File: src/rtl/add_pipe_pkg.sv
// Shared constants and types for the pipelined adder.
// Imported by the stage and top modules.
package add_pipe_pkg;

   localparam int ADD_WIDTH_DEFAULT = 32;
   localparam int ADD_CHUNK_DEFAULT = 8;

   typedef enum logic {
      MODE_ADD = 1'b0,
      MODE_SUB = 1'b1
   } mode_e;

   function automatic int add_stages(
      input int width,
      input int chunk
   );
      return width / chunk;
   endfunction

endpackage

File: src/rtl/add_1bit.sv
// Single-bit full adder cell.
// Chained to build the per-stage chunk adder.
module add_1bit (
   input  logic a,
   input  logic b,
   input  logic ci,
   output logic s,
   output logic co
);

   assign s  = a ^ b ^ ci;
   assign co = (a & b) | (ci & (a ^ b));

endmodule

File: src/rtl/add_pipe_stage.sv
// One chunk of the pipelined adder.
// Adds chunk IDX, registers result, operands and carry.
module add_pipe_stage
   import add_pipe_pkg::*;
#(
   parameter int WIDTH = ADD_WIDTH_DEFAULT,
   parameter int CHUNK = ADD_CHUNK_DEFAULT,
   parameter int IDX   = 0
) (
   input  logic             clk,
   input  logic             rst_n,
   input  logic             flush,
   input  logic             in_valid,
   output logic             in_ready,
   input  logic [WIDTH-1:0] in_x,
   input  logic [WIDTH-1:0] in_y,
   input  logic [WIDTH-1:0] in_sum,
   input  logic             in_carry,
   input  logic             in_zero,
   output logic             out_valid,
   input  logic             out_ready,
   output logic [WIDTH-1:0] out_x,
   output logic [WIDTH-1:0] out_y,
   output logic [WIDTH-1:0] out_sum,
   output logic             out_carry,
   output logic             out_zero,
   output logic             out_ovf
);

   localparam int LO = CHUNK * IDX;

   logic [CHUNK-1:0] a;
   logic [CHUNK-1:0] b;
   logic [CHUNK-1:0] sum_c;
   logic [CHUNK:0]   c;
   logic [WIDTH-1:0] x_n;
   logic [WIDTH-1:0] y_n;
   logic [WIDTH-1:0] sum_n;
   logic             zero_n;

   assign a    = in_x[LO +: CHUNK];
   assign b    = in_y[LO +: CHUNK];
   assign c[0] = in_carry;

   for (genvar i = 0; i < CHUNK; i++) begin : g_bit
      add_1bit u_bit (
         .a  (a[i]),
         .b  (b[i]),
         .ci (c[i]),
         .s  (sum_c[i]),
         .co (c[i+1])
      );
   end

   assign in_ready = !out_valid || out_ready;

   // Clear consumed operand bits, merge chunk into result.
   always_comb begin
      x_n               = in_x;
      y_n               = in_y;
      sum_n             = in_sum;
      x_n[LO +: CHUNK]  = '0;
      y_n[LO +: CHUNK]  = '0;
      sum_n[LO +: CHUNK] = sum_c;
      zero_n            = in_zero & ~|sum_c;
   end

   // Stage register: advances only when successor is ready.
   always_ff @(posedge clk or negedge rst_n) begin
      if (!rst_n) begin
         out_valid <= 1'b0;
         out_x     <= '0;
         out_y     <= '0;
         out_sum   <= '0;
         out_carry <= 1'b0;
         out_zero  <= 1'b0;
         out_ovf   <= 1'b0;
      end else begin
         if (flush) begin
            out_valid <= 1'b0;
         end else if (in_ready) begin
            out_valid <= in_valid;
         end
         if (in_ready && in_valid) begin
            out_x     <= x_n;
            out_y     <= y_n;
            out_sum   <= sum_n;
            out_carry <= c[CHUNK];
            out_zero  <= zero_n;
            out_ovf   <= c[CHUNK-1] ^ c[CHUNK];
         end
      end
   end

endmodule

File: src/rtl/add_pipe.sv
// Pipelined add/subtract with valid/ready flow control.
// Operand formation here; carry ripples across stages.
module add_pipe
   import add_pipe_pkg::*;
#(
   parameter int WIDTH = ADD_WIDTH_DEFAULT,
   parameter int CHUNK = ADD_CHUNK_DEFAULT
) (
   input  logic             CLK,
   input  logic             RST_N,
   input  logic             FLUSH,
   input  logic             IN_VALID,
   output logic             IN_READY,
   input  logic [WIDTH-1:0] X,
   input  logic [WIDTH-1:0] Y,
   input  logic             C_IN,
   input  logic             SUB,
   output logic             OUT_VALID,
   input  logic             OUT_READY,
   output logic [WIDTH-1:0] Z,
   output logic             C_OUT,
   output logic             OVF,
   output logic             ZERO
);

   localparam int STAGES = add_stages(WIDTH, CHUNK);

   mode_e            mode;
   logic [WIDTH-1:0] y_eff;
   logic             c0;

   logic             valid_s [STAGES+1];
   logic             ready_s [STAGES+1];
   logic [WIDTH-1:0] x_s     [STAGES+1];
   logic [WIDTH-1:0] y_s     [STAGES+1];
   logic [WIDTH-1:0] sum_s   [STAGES+1];
   logic             carry_s [STAGES+1];
   logic             zero_s  [STAGES+1];
   logic             ovf_s   [STAGES];

   // Subtract is add of inverted Y with inverted borrow.
   always_comb begin
      mode  = mode_e'(SUB);
      y_eff = Y;
      c0    = C_IN;
      unique case (mode)
         MODE_ADD: begin
            y_eff = Y;
            c0    = C_IN;
         end
         MODE_SUB: begin
            y_eff = ~Y;
            c0    = ~C_IN;
         end
      endcase
   end

   assign valid_s[0]      = IN_VALID;
   assign ready_s[STAGES] = OUT_READY;
   assign x_s[0]          = X;
   assign y_s[0]          = y_eff;
   assign sum_s[0]        = '0;
   assign carry_s[0]      = c0;
   assign zero_s[0]       = 1'b1;

   for (genvar s = 0; s < STAGES; s++) begin : g_stage
      add_pipe_stage #(
         .WIDTH (WIDTH),
         .CHUNK (CHUNK),
         .IDX   (s)
      ) u_stage (
         .clk       (CLK),
         .rst_n     (RST_N),
         .flush     (FLUSH),
         .in_valid  (valid_s[s]),
         .in_ready  (ready_s[s]),
         .in_x      (x_s[s]),
         .in_y      (y_s[s]),
         .in_sum    (sum_s[s]),
         .in_carry  (carry_s[s]),
         .in_zero   (zero_s[s]),
         .out_valid (valid_s[s+1]),
         .out_ready (ready_s[s+1]),
         .out_x     (x_s[s+1]),
         .out_y     (y_s[s+1]),
         .out_sum   (sum_s[s+1]),
         .out_carry (carry_s[s+1]),
         .out_zero  (zero_s[s+1]),
         .out_ovf   (ovf_s[s])
      );
   end

   assign IN_READY  = ready_s[0];
   assign OUT_VALID = valid_s[STAGES];
   assign Z         = sum_s[STAGES];
   assign C_OUT     = carry_s[STAGES];
   assign ZERO      = zero_s[STAGES];
   assign OVF       = ovf_s[STAGES-1];

endmodule

File: config.mk
export PLATFORM = sky130hd
export DESIGN_NAME = add_pipe
export DESIGN_NICKNAME = d
export VERILOG_FILES = /design/src/rtl/add_pipe_pkg.sv /design/src/rtl/add_1bit.sv /design/src/rtl/add_pipe_stage.sv /design/src/rtl/add_pipe.sv
export SDC_FILE = /design/constraint.sdc
export NUM_CORES = 1
export LEC_CHECK = 0
export CORE_MARGIN = 4
export CORE_UTILIZATION = 50
export CTS_CLUSTER_SIZE = 40
export DETAILED_ROUTE_END_ITERATION = 7
export GPL_TIMING_DRIVEN = 1
export HOLD_SLACK_MARGIN = 0.02
export PLACE_DENSITY_LB_ADDON = 0.2
export SYNTH_ARGS = -nofsm -noshare
export SYNTH_HDL_FRONTEND = slang
export SYNTH_SLANG_ARGS = --single-unit
export TNS_END_PERCENT = 10
File: constraint.sdc
create_clock -name CLK -period 4 [get_ports CLK]
set_clock_uncertainty 0.2 [all_clocks]
set_input_delay 0.8 -clock CLK [delete_from_list [all_inputs] [get_ports CLK]]
set_output_delay 0.8 -clock CLK [all_outputs]
set_load 0.02 [all_outputs]
==> results by stage <==
Outcome:
- The run finished, with violations left.
- The checks that failed: setup timing.

Detailed routing:
- The count of antenna-violating nets left after detailed routing is 0.
- The post-route DRC violation count is 0.
- The via count of the routed design is approximately 4700.
- The total wirelength of the detailed-routed design is 15600 microns.
- In this run, the number of DRC markers left after iteration 0 of detailed routing was approximately 230.
- The average detailed-routed wire length per instance is around 17 microns.
- The count of TritonRoute iterations in the first routing pass is 4.
- Using the TritonRoute via totals, the vias-per-cell ratio works out to 5.06.

Final layout:
- From synthesis to final layout, the design area changed by 23.7%.
- The area of the multi-input gates is ~3300 sq um.
- The count of non-filler cells in the finished layout is 924.
- In the final layout, flip-flops and latches occupy 4730 sq um.
- Cells fill 64.2% of the core in the end.
- Cells with a size suffix above 1 make up 31.5% of the layout.
- After routing the design area is 10300 sq um.
- The total of fill cells in the finished design is 1198.
- The net count of the finished layout is 799.
- The final antenna diode count is 0.

Power and ir drop:
- The worst-case IR drop observed on VDD is 353 uV.
- Power spread over the standard cell area amounts to 623 nW/um^2.
- Summed over all cells, the static leakage comes to 4.66 nW.

Yosys:
- The share of synthesized area occupied by flip-flops and latches is 56.6%.
- Each instance of the synthesized netlist takes up on average about 14 sq um.
- The synthesized netlist contains 31 unique library cells.
- Counting every instance in the synthesized netlist gives 580.
- The total nets after synthesis is 683.
- Yosys printed 0 warnings.
- The synthesized area is ~8400 sq um.
- The flop and latch count out of synthesis is 189.

STA:
- The smallest setup slack after layout is -386 ps.
- The max-slew violation count is 0.
- The normalized max-slew margin is around two fifths.
- At the pin with the least slew margin, the transition time is 874 ps.
- Derived from the worst setup path, the maximum achievable clock frequency is 228 MHz.
- Setup repair after global routing could not meet its margin everywhere.
- The shortest clock period the worst path allows after layout is about 4400 ps.
- The setup TNS is -1050 ps.
- The ratio of final minimum period to clock period is 110%.
- The number of hold-slack violations in the final timing report is 0.
- The count of endpoints failing setup in the final report is 6.

Clock network:
- TritonCTS built the clock tree.
- The clock latency on the worst-skew pair is 430 ps.
- The number of buffers added by the clock tree synthesis step is 17.
- The maximum level of the CTS H-tree is 4.
- After clock tree synthesis, the clock-pin slew on the worst setup and hold paths is 60 ps.
- The master cell of the clock root buffer is sky130_fd_sc_hd__clkbuf_16.
- The total number of clock tree sinks is roughly 190.
- The clock passes through at most 2 buffers.
- The number of setup buffers added after CTS is 0.
- The number of hold-repair buffers added at the cts stage is 0.

Placement:
- Before CTS, the worst setup slack after placement is -865 ps.
- Detailed placement ended at an HPWL of between 10000 and 15000 microns.
- The congestion estimate from routability-driven global placement came to 0.772.
- Counting tap cells, the placed design contains a total of 893 instances.
- The quantity of I/O buffers inserted on ports is 107.
- The placed instances occupy a cell area of 9700 sq um.

GRT:
- The global-route wire length before repair is 26200 microns.
- Global routing finished with a remaining overflow of 0.
- Global routing consumed, over all layers together, 18.1% of the routing resources.
- Entering global routing, the biggest net connects 110 pins.
- The number of global-route vias before repair is between 5000 and 6000.
- The number of antenna violations at the first check in global routing was 0.

Floorplan:
- The overall die area is 18800 sq um.
- The effective utilization at floorplan is 51.8%.
- The die is 137 microns wide.
- The total area inside the core boundary comes to 16100 sq um.
- The number of placed I/O pins is 108.
- The floorplan has 46 rows.
- The die outline height is 137 microns.

Critical path:
- The required time at the worst-slack endpoint is 4140 ps.
- In this design, the critical path's most frequently occurring cell is sky130_fd_sc_hd__fa_2.
- Data arrives at the worst endpoint at ~4500 ps.
- The slowest cell on the critical path is sky130_fd_sc_hd__fa_1.
- The critical path in this run is classified as input port to flip-flop.
- The critical path goes through clkdlybuf4s50_1 > xor2_1 > fa_2 > fa_2 > fa_2 > fa_2 > fa_2 > inv_2 > fa_2 > fa_1 > inv_1 > fa_1 > nor4_2 > nand4_1 > mux2i_1.
- For this run, the slowest stage of the critical path takes 460 ps.
- STA classifies the critical path endpoint as a flip-flop.
- The largest fanout on the critical path is 2.
- The worst setup path is launched from an input port.

Flow run:
- The count of max-cap constraint violations is 0.

Min path:
- The worst hold path belongs to the class input port to async pin.
## timing repair
action                     CTS  global route
setup endpoints to repair   16            15
pin swaps                    3             7
gates resized for setup     17            10
## final timing paths
check | startpoint | endpoint | slack [ps] | cells after the start
max in group asynchronous | RST_N | g_stage[1].u_stage.out_x[22] | 2350 | 2
worst min-delay path | RST_N | g_stage[3].u_stage.out_sum[5] | 290 | 1
worst max-delay path | Y[0] | g_stage[0].u_stage.out_zero | -390 | 15
worst min register to register | g_stage[2].u_stage.out_sum[11] | g_stage[2].u_stage.out_sum[11] | 300 | 1
min in group CLK | g_stage[2].u_stage.out_sum[11] | g_stage[2].u_stage.out_sum[11] | 300 | 1
worst max register to register | g_stage[0].u_stage.out_carry | g_stage[1].u_stage.out_zero | -150 | 14
## state kept, by name, summed over array words and instances, names as in the netlist
register                   flops
g_stage.u_stage.out_carry      4
g_stage.u_stage.out_ovf        1
g_stage.u_stage.out_sum       80
g_stage.u_stage.out_valid      4
g_stage.u_stage.out_x         48
g_stage.u_stage.out_y         48
g_stage.u_stage.out_zero       4
## worst max-delay path, delay by kind of cell
family	cells	cell delay, ps
xor+xnor	1	160
fa+ha+maj	8	2580
buf+inv	3	520
mux	1	150
simple gates	2	290
## cells in the final DEF, fill, tap and decap left out, types with 5 or more instances in the layout
| cell type | instances |
|---|---|
| sky130_fd_sc_hd__dfrtp_1 | 189 |
| sky130_fd_sc_hd__mux2_2 | 131 |
| sky130_fd_sc_hd__clkdlybuf4s50_1 | 105 |
| sky130_fd_sc_hd__inv_1 | 66 |
| sky130_fd_sc_hd__mux2i_1 | 26 |
| sky130_fd_sc_hd__xor2_1 | 25 |
| sky130_fd_sc_hd__fa_2 | 25 |
| sky130_fd_sc_hd__clkbuf_16 | 17 |
| sky130_fd_sc_hd__nand3_1 | 15 |
| sky130_fd_sc_hd__buf_4 | 13 |
| sky130_fd_sc_hd__o21ai_0 | 12 |
| sky130_fd_sc_hd__mux2_4 | 11 |
| sky130_fd_sc_hd__a21oi_1 | 10 |
| sky130_fd_sc_hd__xnor2_1 | 9 |
| sky130_fd_sc_hd__fa_1 | 7 |
| sky130_fd_sc_hd__clkbuf_8 | 6 |
| sky130_fd_sc_hd__nand2_1 | 5 |
## stage by stage
stage	hold WS, ps	power, mW
after floorplan	272	3.91
after global placement	287	4.75
after detailed placement	292	4.84
after CTS	308	6.49
after global routing	318	6.82
final	288	6.44
## logic make-up (layout without fill, tap and decap cells)
group | Yosys count | count (layout) | synth area share [%]
compound gates | 26 | 26 | 1.83
buf+inv | 95 | 223 | 5.09
xor+xnor | 34 | 34 | 3.56
mux | 168 | 168 | 22.7
simple gates | 36 | 36 | 2.50
flops | 189 | 189 | 56.6
fa+ha+maj | 32 | 32 | 7.67
## power breakdown
group	switching [mW]	internal [mW]	total, mW	leakage (nW)
clock network	0.670	0.935	1.60	0.283
logic	0.909	1.10	2.01	2.14
registers	0.335	2.50	2.83	2.24
total	1.91	4.53	6.44	4.66
## cells in the mapped netlist
cell / n / area [sq um]
sky130_fd_sc_hd__a21boi_4: 1 / 18.8
sky130_fd_sc_hd__xnor2_1: 9 / 78.8
sky130_fd_sc_hd__nand3_1: 15 / 75.1
sky130_fd_sc_hd__mux2_2: 131 / 1480
sky130_fd_sc_hd__or4_1: 1 / 7.51
sky130_fd_sc_hd__a21oi_1: 10 / 50.1
sky130_fd_sc_hd__buf_4: 6 / 45.0
sky130_fd_sc_hd__and3_1: 1 / 6.26
sky130_fd_sc_hd__a31oi_1: 1 / 6.26
sky130_fd_sc_hd__and4b_4: 1 / 13.8
sky130_fd_sc_hd__nor4_1: 3 / 18.8
sky130_fd_sc_hd__buf_6: 1 / 11.3
sky130_fd_sc_hd__mux2_4: 11 / 165
sky130_fd_sc_hd__and2_1: 1 / 6.26
sky130_fd_sc_hd__xor2_1: 25 / 219
sky130_fd_sc_hd__nand2_1: 5 / 18.8
sky130_fd_sc_hd__nand4b_1: 1 / 8.76
sky130_fd_sc_hd__clkbuf_1: 4 / 15.0
sky130_fd_sc_hd__o21ai_0: 12 / 60.1
sky130_fd_sc_hd__buf_8: 2 / 30.0
sky130_fd_sc_hd__nor2_1: 4 / 15.0
sky130_fd_sc_hd__o2bb2ai_1: 1 / 8.76
sky130_fd_sc_hd__nand2b_1: 1 / 6.26
sky130_fd_sc_hd__buf_2: 13 / 65.1
sky130_fd_sc_hd__o21ai_2: 1 / 8.76
sky130_fd_sc_hd__fa_1: 32 / 641
sky130_fd_sc_hd__inv_1: 69 / 259
sky130_fd_sc_hd__nand4_1: 2 / 12.5
sky130_fd_sc_hd__nand3b_4: 1 / 20.0
sky130_fd_sc_hd__dfrtp_1: 189 / 4730
sky130_fd_sc_hd__mux2i_1: 26 / 260
## layout make-up
cell class | instances | share of cell area (%)
flip-flops and latches | 189 | 45.7
multi-input cells | 296 | 31.8
repair buffers | 123 | 11.9
clock buffers | 25 | 4.89
well taps | 216 | 2.61
inverters | 69 | 2.50
clock inverters | 6 | 0.569
## metal layers
layer | GRT usage [%] | up-vias | wire length [microns]
li1 | - | 2165 | -
met1 | 27.3 | 2368 | 7570
met2 | 26.3 | 120 | 7060
met3 | 4.16 | 19 | 724
met4 | 5.49 | 0 | 235
met5 | 0 | - | 0
Power figures use the tool's default switching activity.
